==> config.mk <==
export PLATFORM = sky130hd
export DESIGN_NAME = fetch_queue_flat
export DESIGN_NICKNAME = d
export VERILOG_FILES = /design/src/rtl/fetch_queue_if.sv /design/src/rtl/fetch_queue.sv /design/src/flat_wrapper.sv
export SDC_FILE = /design/constraint.sdc
export NUM_CORES = 1
export LEC_CHECK = 0
export ABC_AREA = 1
export CORE_UTILIZATION = 60
export DETAILED_ROUTE_END_ITERATION = 10
export PLACE_DENSITY = 0.85
export REMOVE_ABC_BUFFERS = 1
export SYNTH_ARGS = -nofsm -noshare
export SYNTH_HDL_FRONTEND = slang
export SYNTH_SLANG_ARGS = --single-unit
==> constraint.sdc <==
create_clock -name clk -period 11.1 [get_ports clk]
set_input_delay 1.665 -clock clk [delete_from_list [all_inputs] [get_ports clk]]
set_output_delay 1.665 -clock clk [all_outputs]
set_load 0.02 [all_outputs]
==> src/rtl/fetch_queue_if.sv <==
// fetch_queue_if: ready/valid bundle between instruction fetch and the fetch queue.
//   master : fetch side (drives enq_*, deq_ready, flush; observes the rest)
//   slave  : the queue itself
// Signals:
//   enq_valid/enq_pc/enq_pc_next/enq_inst/enq_ready  enqueue handshake + payload
//   deq_valid/deq_pc/deq_pc_next/deq_inst/deq_ready  dequeue handshake + payload
//   flush                                             redirect, discards all entries
//   count                                             current occupancy
interface fetch_queue_if #(
    parameter int DEPTH = 4,
    parameter int XLEN  = 32
);
    localparam int CW = $clog2(DEPTH) + 1;

    logic            enq_valid;
    logic [XLEN-1:0] enq_pc;
    logic [XLEN-1:0] enq_pc_next;
    logic [XLEN-1:0] enq_inst;
    logic            enq_ready;
    logic            deq_valid;
    logic [XLEN-1:0] deq_pc;
    logic [XLEN-1:0] deq_pc_next;
    logic [XLEN-1:0] deq_inst;
    logic            deq_ready;
    logic            flush;
    logic [CW-1:0]   count;

    modport master (
        output enq_valid, enq_pc, enq_pc_next, enq_inst, deq_ready, flush,
        input  enq_ready, deq_valid, deq_pc, deq_pc_next, deq_inst, count
    );

    modport slave (
        input  enq_valid, enq_pc, enq_pc_next, enq_inst, deq_ready, flush,
        output enq_ready, deq_valid, deq_pc, deq_pc_next, deq_inst, count
    );
endinterface

==> src/rtl/fetch_queue.sv <==
// fetch_queue: decoupling FIFO between instruction fetch and decode. Buffers
// {pc, pc_next, inst} tuples so a decode stall does not stall the imem request
// stream; a flush (redirect) discards every buffered entry.
// Ports:
//   clk    rising-edge clock
//   rst_n  asynchronous active-low reset
//   bus    fetch_queue_if.slave (enq/deq handshakes, flush, count)
// Optional feature macro: FETCH_QUEUE_BYPASS_EN
//   When defined, an entry arriving at an empty queue while decode is ready
//   passes straight to the dequeue side in the same cycle and is not stored.
module fetch_queue #(
    parameter int DEPTH = 4,
    parameter int XLEN  = 32
) (
    input  logic               clk,
    input  logic               rst_n,
    fetch_queue_if.slave       bus
);
    localparam int PW = $clog2(DEPTH);
    localparam int CW = PW + 1;

    logic [XLEN-1:0] mem_pc      [DEPTH];
    logic [XLEN-1:0] mem_pc_next [DEPTH];
    logic [XLEN-1:0] mem_inst    [DEPTH];

    logic [PW-1:0] wr_ptr;
    logic [PW-1:0] rd_ptr;
    logic [CW-1:0] count_q;

    logic full;
    logic empty;
    logic enq_fire;
    logic bypass;
    logic stored_valid;
    logic push_fire;
    logic pop_fire;

    assign full  = (count_q == CW'(DEPTH));
    assign empty = (count_q == '0);

    // enq_ready depends only on occupancy; a full queue refuses even when a
    // dequeue fires in the same cycle.
    assign bus.enq_ready = !full;
    assign enq_fire      = bus.enq_valid && !full;

`ifdef FETCH_QUEUE_BYPASS_EN
    assign bypass = empty && bus.enq_valid && bus.deq_ready && !bus.flush;
`else
    assign bypass = 1'b0;
`endif

    assign stored_valid  = !empty && !bus.flush;
    assign bus.deq_valid = stored_valid || bypass;

    // A bypassed entry is consumed directly and never touches storage.
    assign pop_fire  = stored_valid && bus.deq_ready;
    assign push_fire = enq_fire && !bus.flush && !bypass;

    assign bus.count = count_q;

    // Head is read combinationally; zero when nothing is stored so the
    // outputs are defined out of reset.
    always_comb begin
        bus.deq_pc      = '0;
        bus.deq_pc_next = '0;
        bus.deq_inst    = '0;
        if (bypass) begin
            bus.deq_pc      = bus.enq_pc;
            bus.deq_pc_next = bus.enq_pc_next;
            bus.deq_inst    = bus.enq_inst;
        end else if (!empty) begin
            bus.deq_pc      = mem_pc[rd_ptr];
            bus.deq_pc_next = mem_pc_next[rd_ptr];
            bus.deq_inst    = mem_inst[rd_ptr];
        end
    end

    // Pointers are PW bits wide so DEPTH-1 -> 0 wraps for free (DEPTH is a
    // power of two).
    always_ff @(posedge clk or negedge rst_n) begin
        if (!rst_n) begin
            wr_ptr  <= '0;
            rd_ptr  <= '0;
            count_q <= '0;
        end else if (bus.flush) begin
            wr_ptr  <= '0;
            rd_ptr  <= '0;
            count_q <= '0;
        end else begin
            if (push_fire) wr_ptr <= wr_ptr + 1'b1;
            if (pop_fire)  rd_ptr <= rd_ptr + 1'b1;
            count_q <= count_q + CW'(push_fire) - CW'(pop_fire);
        end
    end

    always_ff @(posedge clk) begin
        if (push_fire) begin
            mem_pc[wr_ptr]      <= bus.enq_pc;
            mem_pc_next[wr_ptr] <= bus.enq_pc_next;
            mem_inst[wr_ptr]    <= bus.enq_inst;
        end
    end

`ifndef SYNTHESIS
    always @(posedge clk) begin
        if (rst_n) begin
            assert (count_q <= CW'(DEPTH))
                else $error("fetch_queue: count exceeds DEPTH");
            assert (!(bus.enq_valid && bus.enq_ready && full))
                else $error("fetch_queue: enqueue accepted while full");
            assert (!(pop_fire && empty))
                else $error("fetch_queue: dequeue from empty storage");
        end
    end
`endif

endmodule

==> src/flat_wrapper.sv <==
// flat-port wrapper written by rule: the top's interface ports become plain ports
module fetch_queue_flat 
#(
    parameter int DEPTH = 4,
    parameter int XLEN  = 32
)
  (clk, rst_n, bus_enq_valid, bus_enq_pc, bus_enq_pc_next, bus_enq_inst, bus_deq_ready, bus_flush, bus_enq_ready, bus_deq_valid, bus_deq_pc, bus_deq_pc_next, bus_deq_inst, bus_count);
  fetch_queue_if #(.DEPTH(DEPTH), .XLEN(XLEN)) bus_i ();
  input  logic clk;
  input  logic rst_n;
  input wire logic [$bits(bus_i.enq_valid)-1:0] bus_enq_valid;
  input wire logic [$bits(bus_i.enq_pc)-1:0] bus_enq_pc;
  input wire logic [$bits(bus_i.enq_pc_next)-1:0] bus_enq_pc_next;
  input wire logic [$bits(bus_i.enq_inst)-1:0] bus_enq_inst;
  input wire logic [$bits(bus_i.deq_ready)-1:0] bus_deq_ready;
  input wire logic [$bits(bus_i.flush)-1:0] bus_flush;
  output wire logic [$bits(bus_i.enq_ready)-1:0] bus_enq_ready;
  output wire logic [$bits(bus_i.deq_valid)-1:0] bus_deq_valid;
  output wire logic [$bits(bus_i.deq_pc)-1:0] bus_deq_pc;
  output wire logic [$bits(bus_i.deq_pc_next)-1:0] bus_deq_pc_next;
  output wire logic [$bits(bus_i.deq_inst)-1:0] bus_deq_inst;
  output wire logic [$bits(bus_i.count)-1:0] bus_count;
  assign bus_i.enq_valid = bus_enq_valid;
  assign bus_i.enq_pc = bus_enq_pc;
  assign bus_i.enq_pc_next = bus_enq_pc_next;
  assign bus_i.enq_inst = bus_enq_inst;
  assign bus_i.deq_ready = bus_deq_ready;
  assign bus_i.flush = bus_flush;
  assign bus_enq_ready = bus_i.enq_ready;
  assign bus_deq_valid = bus_i.deq_valid;
  assign bus_deq_pc = bus_i.deq_pc;
  assign bus_deq_pc_next = bus_i.deq_pc_next;
  assign bus_deq_inst = bus_i.deq_inst;
  assign bus_count = bus_i.count;
  fetch_queue #(.DEPTH(DEPTH), .XLEN(XLEN)) u_core (.clk(clk), .rst_n(rst_n), .bus(bus_i));
endmodule
# Word level (Yosys, flattened, before mapping)
# Memories as Yosys holds them, arrays and structs flattened.
# Index checks and enable logic that the tools add are counted.
# totals
ram_bits	384
mem_count	3
reg_bits	7
in_bits	101
out_inout_bits	101
word_cells	31
# memory_table
memory	depth	word_bits	rd	rd_ports_with_merged_regs	write_ports	line	source
u_core.mem_inst	4	32	1	0	1	fetch_queue.sv:24	logic [XLEN-1:0] mem_inst [DEPTH];
u_core.mem_pc	4	32	1	0	1	fetch_queue.sv:22	logic [XLEN-1:0] mem_pc [DEPTH];
u_core.mem_pc_next	4	32	1	0	1	fetch_queue.sv:23	logic [XLEN-1:0] mem_pc_next [DEPTH];
# op_classes
eq_ne	1
reduce_logical	10
add_sub_neg	4
mux	10
# op_table
operator	n
two-way mux 32 bit	3
two-way mux 2 bit	4
adder 2 x 1 -> 2 bit, second input constant	2
logical AND 1 bit	4
nonzero test 2 bit	2
adder 3 x 1 -> 3 bit	1
equality test 3 bit, second input constant	1
logical NOT 1 bit	3
logical NOT 3 bit	1
two-way mux 3 bit	1
subtractor 3 x 1 -> 3 bit	1
two-way mux 1 bit	2

# Logic depth before layout (Yosys ltp)
# Gate-level depths: netlist (run 1).
# logic_depth
word_depth	7
depth_mapped	12
ltp_nobuf	12

# Worst setup path before layout (run 1)
# No wires, ideal clock.
# synth_path
path_kind	input to register
startpoint	in bus_flush
endpoint	mem u_core.mem_inst[0][0], enable pin
path_stages	3
required_time_ns	10.548
slack_ns	4.564
setup_time_ns	0.552
path_buffers	0
arrival_ns	5.984
cell_sequence	clkinv_1 -> nand3_1 -> nor2_1
# synth_between
elab_chain_cells	4
# synth_rtl
item	line	source
start: declaration	flat_wrapper.sv:16	input wire logic [$bits(bus_i.flush)-1:0] bus_flush;
logical NOT 1 bit	fetch_queue.sv:57	assign push_fire = enq_fire && !bus.flush && !bypass;
logical AND 1 bit	fetch_queue.sv:57	
two-way mux 1 bit	fetch_queue.sv:97	if (push_fire) begin
two-way mux 1 bit (not written as such)	fetch_queue.sv:100	mem_inst[wr_ptr] <= bus.enq_inst;
end: declaration	fetch_queue.sv:24	
# Every way passes these cells.

# Worst setup path after layout (run 1)
# layout_path
startpoint	reg u_core.rd_ptr[0]
endpoint	out bus_deq_pc_next[1]
# layout_between
elab_chain_cells	2
# layout_rtl
item	line	source
start: declaration	fetch_queue.sv:27	logic [PW-1:0] rd_ptr;
start signal: assignment	fetch_queue.sv:91	if (pop_fire) rd_ptr <= rd_ptr + 1'b1;
memory (4 x 32 bit)	-	
two-way mux 32 bit	fetch_queue.sv:71	end else if (!empty) begin
end: declaration	flat_wrapper.sv:20	output wire logic [$bits(bus_i.deq_pc_next)-1:0] bus_deq_pc_next;
# Every way passes these cells.

==> flow_summary.toml, run 1 <==
[run_status]
outcome = "completed"

[grt]
met1_usage_pct = 31.3
grt_pass1_vias = 9718
grt_most_used_layer = "met2"
grt_use_met2_pct = 41.7
use_met3_pct = 5.40
grt_max_degree = 116
grt_pass1_wl_um = 50300
grt_remaining_overflow = 0
grt_usage_pct = 24.4
antenna_found_initial = 2

[placement]
port_buffers = 201
pre_cts_ws_ps = 5860
routabilityCongestion = 0.778
hpwlAfterDp_um = 18500

[cells_and_area]
final_util_pct = 73.7
drive_above_1_share_pct = 11.8
fin_nets = 1576
final_common_cell = "edfxtp_1"
synthToLayoutAreaGrowth_pct = 20.6
layout_common_cells = "edfxtp_1, nand2_1, clkdlybuf4s50_1, nor2_1, o21ai_0"

[synth]
synth_enable_flop_cells = 384
synth_top_area_cell = "edfxtp_1"
synth_simple_gate_area_share_pct = 15.1
synth_fa_ha_area_share_pct = 0.597
synth-async-reset-ratio_pct = 1.79
ys_warn_count = 0
synth_top_family_by_area = "simple AND/OR/NAND/NOR gates"
synthXorXnorAreaFrac_pct = 0.0550
syn-cell-area_um2 = 15900
ys.flop_type = "edfxtp_1"
netlist_instances = 1289
muxShareOfSynthArea_pct = 0
synth_compound_area_share_pct = 7.40
synthTopCellsByArea = "edfxtp_1, nand2_1, nor2_1, a21oi_2, o21ai_0"
avgSynthCellArea_um2 = 12.4
ys_types = 26
ys_seq_area_share_pct = 73.5
yosys.area.top_type_share_pct = 72.4
ys_ff_latch = 391

[min_path]
holdPathEnd = "u_core.wr_ptr[0]"
holdPathStages = 1
holdCritStartpoint = "u_core.wr_ptr[0]"
hp-class = "flip-flop to flip-flop"

[setup_path]
rr_startpoint = "u_core.bus.count[1]"
cp-end-kind = "output pin"
path_max_fanout = 70
crit_buf_inv = 3
cp-start-kind = "flip-flop"
crit_arrival_ps = 4100
max_stage_delay_ps = 880
path_cells = "buf_4 -> buf_4 -> nor2_1 -> nor2_1 -> o21ai_1 -> a21oi_1 -> clkdlybuf4s50_1"
path_delay_family = "buffers and inverters"
reg2regPathDepth = 5
rrSetupSlack_ps = 7870
reg2reg_to = "u_core.mem_pc[1][17]"
critPathKind = "flip-flop to output pin"
required_ps = 9440
slowest_stage = "dfrtp_4"

[timing]
tightest_slew_ps = 1040
fmax_ghz = 0.173
relSlewSlack_pct = 30.9
finalWorstSetupSlack_ps = 5330
report.final.slew_viol_count = 0
min_period_ps = 5770
period_share_pct = 52.0
fin_tns_setup_ps = 0
rsz0062_at_grt = "no"
setup_viol = 0
clock-skew-final_ps = 17.2
hold_viol_final = 0
whs_ps = 565

[clock_network]
clk_pin_slew_ps = 60
cts_tree = "done"
cts_root_buf = "clkbuf_16"
holdBufCountCts = 0
ctsResizeCount = 0
postCtsSetupBuffers = 0
clockBufferDepth = 3
clock_sinks = 391
cts_buffers = 38
cts_max_level = 2
clk_latency_ps = 530

[power]
internal-power_uw = 3010
p_leak_uw = 0.00692
seqPwrFrac_pct = 38.5
powerDensity_nw_per_um2 = 240
switchingPower_uw = 1590
switching_share_pct = 34.6
irDropWorstVdd_mv = 0.168
pwr-share-clk_pct = 26.3
power_frac_comb_pct = 35.3

[detailed_routing]
first_iter_violations = 872
ant_nets = 0
wl_per_cell_um = 18.1
vias = 10100
viasPerCell = 5.48
first_pass_iters = 5
drc = 0
wirelength_um = 33200

[floorplan]
dieHeight_um = 165
core_um2 = 26100
rows = 59
io_pins = 202
dieArea_um2 = 27200
initial_utilization_pct = 61.1
fp.dieW_um = 165

[flow_run]
maxCapViolations = 0
[flip-flops by register name, summed over array words and instances, names as in the netlist]
signal,count
u_core.mem_inst,128
u_core.mem_pc,128
u_core.mem_pc_next,128
u_core.bus.count,3
u_core.rd_ptr,2
u_core.wr_ptr,2
[through the flow]
stage	power, uW	std cells	instance area [um2]
2_1_floorplan	2770	1215	15500
3_3_place_gp	3390	1763	18000
3_5_place_dp	3430	1763	18000
4_1_cts	4640	1832	19200
5_1_grt	4830	1832	19200
6_report	4600	1835	19200
[power by group through the flow]
stage / Clock (uW) / Sequential (uW) / Combinational (uW)
after global placement: 0 / 1800 / 1600
after global routing: 1290 / 1780 / 1760
after floorplan: 0 / 1840 / 930
final: 1210 / 1770 / 1620
after detailed placement: 0 / 1800 / 1620
after CTS: 1230 / 1770 / 1640
[layer usage]
| metal | part of all wire [%] | vias up |
|---|---|---|
| met2 | 51 | 351 |
| li1 | - | 4802 |
| met3 | 6.9 | 52 |
| met4 | 2.0 | 2 |
| met1 | 40 | 4845 |
| met5 | 0.039 | - |
[cells in the mapped netlist, types with 7 or more instances]
library cell    n
dfrtp_1         7
buf_2          38
o21ai_0        90
nand2_2        50
inv_1          14
edfxtp_1      384
a21oi_1        40
nand2_1       347
nor2_1        201
clkbuf_1       24
a21oi_2        56
[area by class of cell]
| cell class | instances | area (um2) |
|---|---|---|
| diodes | 3 | 7.51 |
| clock buffers | 53 | 1030 |
| clock inverters | 16 | 148 |
| fillers | 1615 | 6840 |
| inverters | 17 | 76.3 |
| multi-input cells | 807 | 3720 |
| flip-flops and latches | 391 | 11700 |
| well taps | 335 | 419 |
| repair buffers | 213 | 2100 |
[how the worst max path moves through the flow]
stage	start	end	slack (ps)	cells past startpoint
after floorplan	u_core.rd_ptr[0]	bus_deq_inst[0]	2530	3
after global placement	u_core.rd_ptr[0]	bus_deq_pc_next[8]	5900	7
after detailed placement	u_core.rd_ptr[0]	bus_deq_inst[8]	5860	5
after CTS	u_core.rd_ptr[0]	bus_deq_pc_next[26]	5290	7
after global routing	u_core.rd_ptr[0]	bus_deq_pc_next[26]	5050	7
final	u_core.rd_ptr[0]	bus_deq_pc_next[1]	5330	7
[kinds of logic after synthesis]
logic type / after synthesis
adder cells (fa/ha/maj): 7
AO/OA/AOI/OAI: 193
buffers and inverters: 91
AND/OR/NAND/NOR: 606
flip-flops: 391
XOR/XNOR: 1
Power figures use the tool's default switching activity.
==> run 2, diff against run 1 <==
CORE_UTILIZATION = 50   (was 60)
PLACE_DENSITY = 0.76   (was 0.85)
clock period = 4.9 ns   (was 11.1 ns; I/O delays follow)
==> run 2 against run 1 <==
Effect of this change:
- wire length decreased by 2.9%
- first-iteration DRC count decreased by 33%
- utilization decreased by 11 points
- die area increased by 20%
- worst setup slack got worse by 4200 ps
- total power increased by 130%
==> flow_summary.toml, run 2 (synthesis results as in run 1) <==
[run_status]
outcome = "completed"

[clock_network]
clk_latency_ps = 510
clock_sinks = 391
clockBufferDepth = 3
clk_pin_slew_ps = 60
cts_root_buf = "clkbuf_16"
ctsResizeCount = 0
cts_max_level = 2
holdBufCountCts = 0
cts_tree = "done"
postCtsSetupBuffers = 0
cts_buffers = 41

[floorplan]
core_um2 = 31000
initial_utilization_pct = 51.4
fp.dieW_um = 180
dieHeight_um = 180
io_pins = 202
dieArea_um2 = 32600
rows = 64

[cells_and_area]
top_regs = "u_core.mem_inst (128), u_core.mem_pc (128), u_core.mem_pc_next (128)"
synthToLayoutAreaGrowth_pct = 22.2
fin_nets = 1582
fillers = 2232
final_common_cell = "edfxtp_1"
design_area_um2 = 19500
drive_above_1_share_pct = 12.0
layout_common_cells = "edfxtp_1, nand2_1, clkdlybuf4s50_1, nor2_1, o21ai_0"

[setup_path]
path_cells = "inv_6 -> buf_4 -> nand2_1 -> nand2_1 -> nand2_1 -> a21oi_1 -> clkdlybuf4s50_1"
critPathKind = "flip-flop to output pin"
path_max_fanout = 56
slowest_stage = "clkdlybuf4s50_1"
critical_path.endpoint = "bus_deq_pc_next[11]"
rr_startpoint = "u_core.bus.count[1]"
required_ps = 4160
cp-end-kind = "output pin"
reg2regPathDepth = 5
max_stage_delay_ps = 620
crit_arrival_ps = 2980
cp-start-kind = "flip-flop"
crit_top_cell = "nand2_1"
path_delay_family = "buffers and inverters"
worst-path-stages = 7
reg2reg_to = "u_core.mem_inst[2][23]"
rrSetupSlack_ps = 2580
startpoint = "u_core.rd_ptr[0]"
crit_buf_inv = 3

[power]
pwr-share-clk_pct = 27.5
p_leak_uw = 0.00699
seqPwrFrac_pct = 37.1
powerDensity_nw_per_um2 = 547
power_uw = 10600
internal-power_uw = 7030
switching_share_pct = 33.9
power_frac_comb_pct = 35.3
irDropWorstVdd_mv = 0.456
switchingPower_uw = 3610

[detailed_routing]
first_pass_iters = 4
viasPerCell = 5.22
ant_nets = 0
vias = 9910
wl_per_cell_um = 17.0
wirelength_um = 32200
first_iter_violations = 585
drc = 0

[timing]
fin_tns_setup_ps = 0
min_period_ps = 3720
rsz0062_at_grt = "no"
finalWorstSetupSlack_ps = 1180
relSlewSlack_pct = 39.9
setup_viol = 0
report.final.slew_viol_count = 0
whs_ps = 493
period_share_pct = 75.9
clock-skew-final_ps = 8.69
fmax_ghz = 0.269
tightest_slew_ps = 901
hold_viol_final = 0

[placement]
routabilityCongestion = 0.730
place_area_um2 = 18200
pre_cts_ws_ps = 1680
port_buffers = 201
hpwlAfterDp_um = 17800

[min_path]
hp-class = "primary input to async pin"

[grt]
grt_pass1_wl_um = 51300
antenna_found_initial = 2
grt_pass1_vias = 10000
grt_remaining_overflow = 0
grt_usage_pct = 20.0
grt_max_degree = 196

[flow_run]
maxCapViolations = 0
## run 2: cell count changes in the layout (fill, tap and decap cells not counted), sizes merged
cell	change
buf	+3
clkbuf	-1
clkinv	-3
diode	-2
inv	+1
bufinv	+2
clkinvlp	+1
## run 2: per-layer routing
layer  vias up  routed length [um]  global-route usage, %
li1       4797                   -                      -
met5         -                  17                      0
met4         2                 703                   5.78
met2       300               16100                   34.8
met3        58                2120                   4.16
met1      4753               13200                   25.1
## run 2: worst min-delay path by stage
| stage | to | slack, ps | cells past startpoint |
|---|---|---|---|
| 2_1_floorplan | u_core.bus.count[0] | 440 | 0 |
| 3_3_place_gp | u_core.wr_ptr[1] | 560 | 2 |
| 3_5_place_dp | u_core.wr_ptr[1] | 580 | 2 |
| 4_1_cts | u_core.bus.count[0] | 480 | 1 |
| 5_1_grt | u_core.bus.count[0] | 500 | 1 |
| 6_report | u_core.bus.count[0] | 490 | 1 |
## run 2: per-stage QoR
step | std cells | util (%)
global placement | 1827 | 58.7
floorplan | 1215 | -
global route | 1897 | 62.8
detailed placement | 1827 | 58.7
finish | 1897 | 62.8
CTS | 1896 | 62.8
## run 2: power by group through the flow
| stage | clock network, uW | registers [uW] | logic (uW) |
|---|---|---|---|
| after floorplan | 0 | 4160 | 2110 |
| after global placement | 0 | 4010 | 3740 |
| after detailed placement | 0 | 4020 | 3780 |
| after CTS | 2980 | 3950 | 3800 |
| after global routing | 3100 | 3960 | 4090 |
| final | 2930 | 3950 | 3760 |
## run 2: cell type report
| class | instances | area [um2] | share of cell area (%) |
|---|---|---|---|
| Sequential cell | 391 | 11700 | 60.2 |
| Multi-Input combinational cell | 807 | 3720 | 19.1 |
| Timing Repair Buffer | 216 | 2200 | 11.3 |
| Clock buffer | 52 | 1070 | 5.48 |
| Tap cell | 396 | 495 | 2.55 |
| Clock inverter | 17 | 185 | 0.952 |
| Inverter | 17 | 76.3 | 0.392 |
| Antenna cell | 1 | 2.50 | 0.0129 |
==> run 3, diff against run 2 <==
CORE_UTILIZATION = 55   (was 50)
PLACE_DENSITY = 0.79   (was 0.76)
clock period = 3.8 ns   (was 4.9 ns; I/O delays follow)
==> run 3 against run 2 <==
Effect of this change:
- worst setup slack got worse by 700 ps
- clock skew is 8.5 ps higher
- first-iteration DRC count up 22%
- flip-flop and latch count unchanged
- total power up 32%
==> flow_summary.toml, run 3 (synthesis results as in run 1) <==
[grt]
grt_usage_pct = 22.2
grt_pass1_vias = 10100
grt_max_degree = 153
grt_pass1_wl_um = 50400
grt_remaining_overflow = 0
antenna_found_initial = 3

[setup_path]
path_cells = "inv_6 -> buf_4 -> nand2_1 -> a21oi_1 -> clkdlybuf4s50_1"
cp-end-kind = "output pin"
critPathKind = "flip-flop to output pin"
required_ps = 3230
crit_arrival_ps = 2750
slowest_stage = "clkdlybuf4s50_1"
max_stage_delay_ps = 640
crit_buf_inv = 3
path_delay_family = "buffers and inverters"
path_max_fanout = 70
cp-start-kind = "flip-flop"

[floorplan]
initial_utilization_pct = 56.6
core_um2 = 28200
fp.dieW_um = 172
dieHeight_um = 172
dieArea_um2 = 29600
rows = 61
io_pins = 202

[clock_network]
cts_root_buf = "clkbuf_16"
cts_buffers = 41
postCtsSetupBuffers = 0
holdBufCountCts = 0
clk_pin_slew_ps = 60
cts_max_level = 2
clk_latency_ps = 520
clockBufferDepth = 3
clock_sinks = 391
ctsResizeCount = 0
cts_tree = "done"

[timing]
setup_viol = 0
period_share_pct = 87.5
fin_tns_setup_ps = 0
whs_ps = 322
fmax_ghz = 0.301
clock-skew-final_ps = 17.1
relSlewSlack_pct = 52.9
rsz0062_at_grt = "no"
report.final.slew_viol_count = 0
hold_viol_final = 0
min_period_ps = 3320
tightest_slew_ps = 707
finalWorstSetupSlack_ps = 476

[cells_and_area]
fin_nets = 1589
top_regs = "u_core.mem_inst (128), u_core.mem_pc (128), u_core.mem_pc_next (128)"
multi_input_area_um2 = 3720
drive_above_1_share_pct = 12.8
final_common_cell = "edfxtp_1"
regArea_um2 = 11700
fillers = 1924
layout_common_cells = "edfxtp_1, nand2_1, clkdlybuf4s50_1, nor2_1, o21ai_0"
synthToLayoutAreaGrowth_pct = 23.8
design_area_um2 = 19700

[power]
p_leak_uw = 0.00710
irDropWorstVdd_mv = 0.546
powerDensity_nw_per_um2 = 713

[detailed_routing]
wl_per_cell_um = 17.4
wirelength_um = 33000
first_pass_iters = 5
vias = 9955
ant_nets = 0
first_iter_violations = 713
drc = 0
viasPerCell = 5.26

[placement]
place_area_um2 = 18300
routabilityCongestion = 0.768
hpwlAfterDp_um = 18600
pre_cts_ws_ps = 971
port_buffers = 201

[min_path]
hp-class = "primary input to async pin"

[run_status]
outcome = "completed"

[flow_run]
maxCapViolations = 0
run 3: cell count changes in the layout (fill, tap and decap cells not counted), sizes merged:
| cell | previous run | this run |
|---|---|---|
| buf | 15 | 22 |
| bufinv | 4 | 6 |
| clkbuf | 52 | 47 |
| clkinv | 12 | 16 |
| clkinvlp | 1 | 4 |
| diode | 1 | 2 |
run 3: worst register-to-register path: stages (launching register included):
cell,delay (ps)
dfrtp_1,450
nor2_1,130
nand2_1,150
nand3_1,160
inv_1,60
ha_1,260
inv_1,60
ha_1,130
inv_1,50
fa_1,400
nand2_1,80
nand2_1,40
nor2_1,90
run 3: stage by stage:
step	util, %	total power (uW)	std cells
4_1_cts	70.0	14200	1889
5_1_grt	70.0	14800	1889
3_3_place_gp	65.1	10100	1816
3_5_place_dp	65.1	10200	1816
6_report	70.0	14100	1891
2_1_floorplan	-	8080	1215
run 3: final timing paths:
| kind | from | to | slack [ps] | depth (start not counted) |
|---|---|---|---|---|
| max in group asynchronous | rst_n | u_core.rd_ptr[0] | 3200 | 1 |
| hold / removal | rst_n | u_core.bus.count[0] | 320 | 1 |
| hold reg to reg | u_core.wr_ptr[0] | u_core.wr_ptr[0] | 560 | 1 |
| setup reg to reg | u_core.bus.count[1] | u_core.bus.count[2] | 1680 | 12 |
| setup / recovery | u_core.rd_ptr[1] | bus_deq_pc_next[2] | 480 | 5 |
| min in group clk | u_core.wr_ptr[0] | u_core.wr_ptr[0] | 560 | 1 |
run 3: final cells by class:
type | instances | area share (%)
multi-input combinational | 807 | 18.9
clock inverter | 26 | 1.46
tap | 378 | 2.40
clock buffer | 47 | 5.53
inverter | 17 | 0.387
timing repair buffer | 223 | 11.9
antenna | 2 | 0.0254
sequential | 391 | 59.4
run 3: report_power, final:
| part | internal, uW | total [uW] | switching (uW) |
|---|---|---|---|
| registers | 5010 | 5100 | 86.7 |
| logic | 1880 | 4940 | 3070 |
| clock network | 2460 | 4020 | 1560 |
run 3: routing by layer:
| metal | vias to the layer above | global-route usage [%] | share of wire (%) | wire [um] |
|---|---|---|---|---|
| met4 | 2 | 6.16 | 1.6 | 534 |
| li1 | 4818 | - | - | - |
| met3 | 49 | 5.42 | 7.2 | 2370 |
| met2 | 316 | 39.5 | 51 | 16800 |
| met5 | - | 0 | 0.039 | 13 |
| met1 | 4770 | 26.9 | 40 | 13300 |
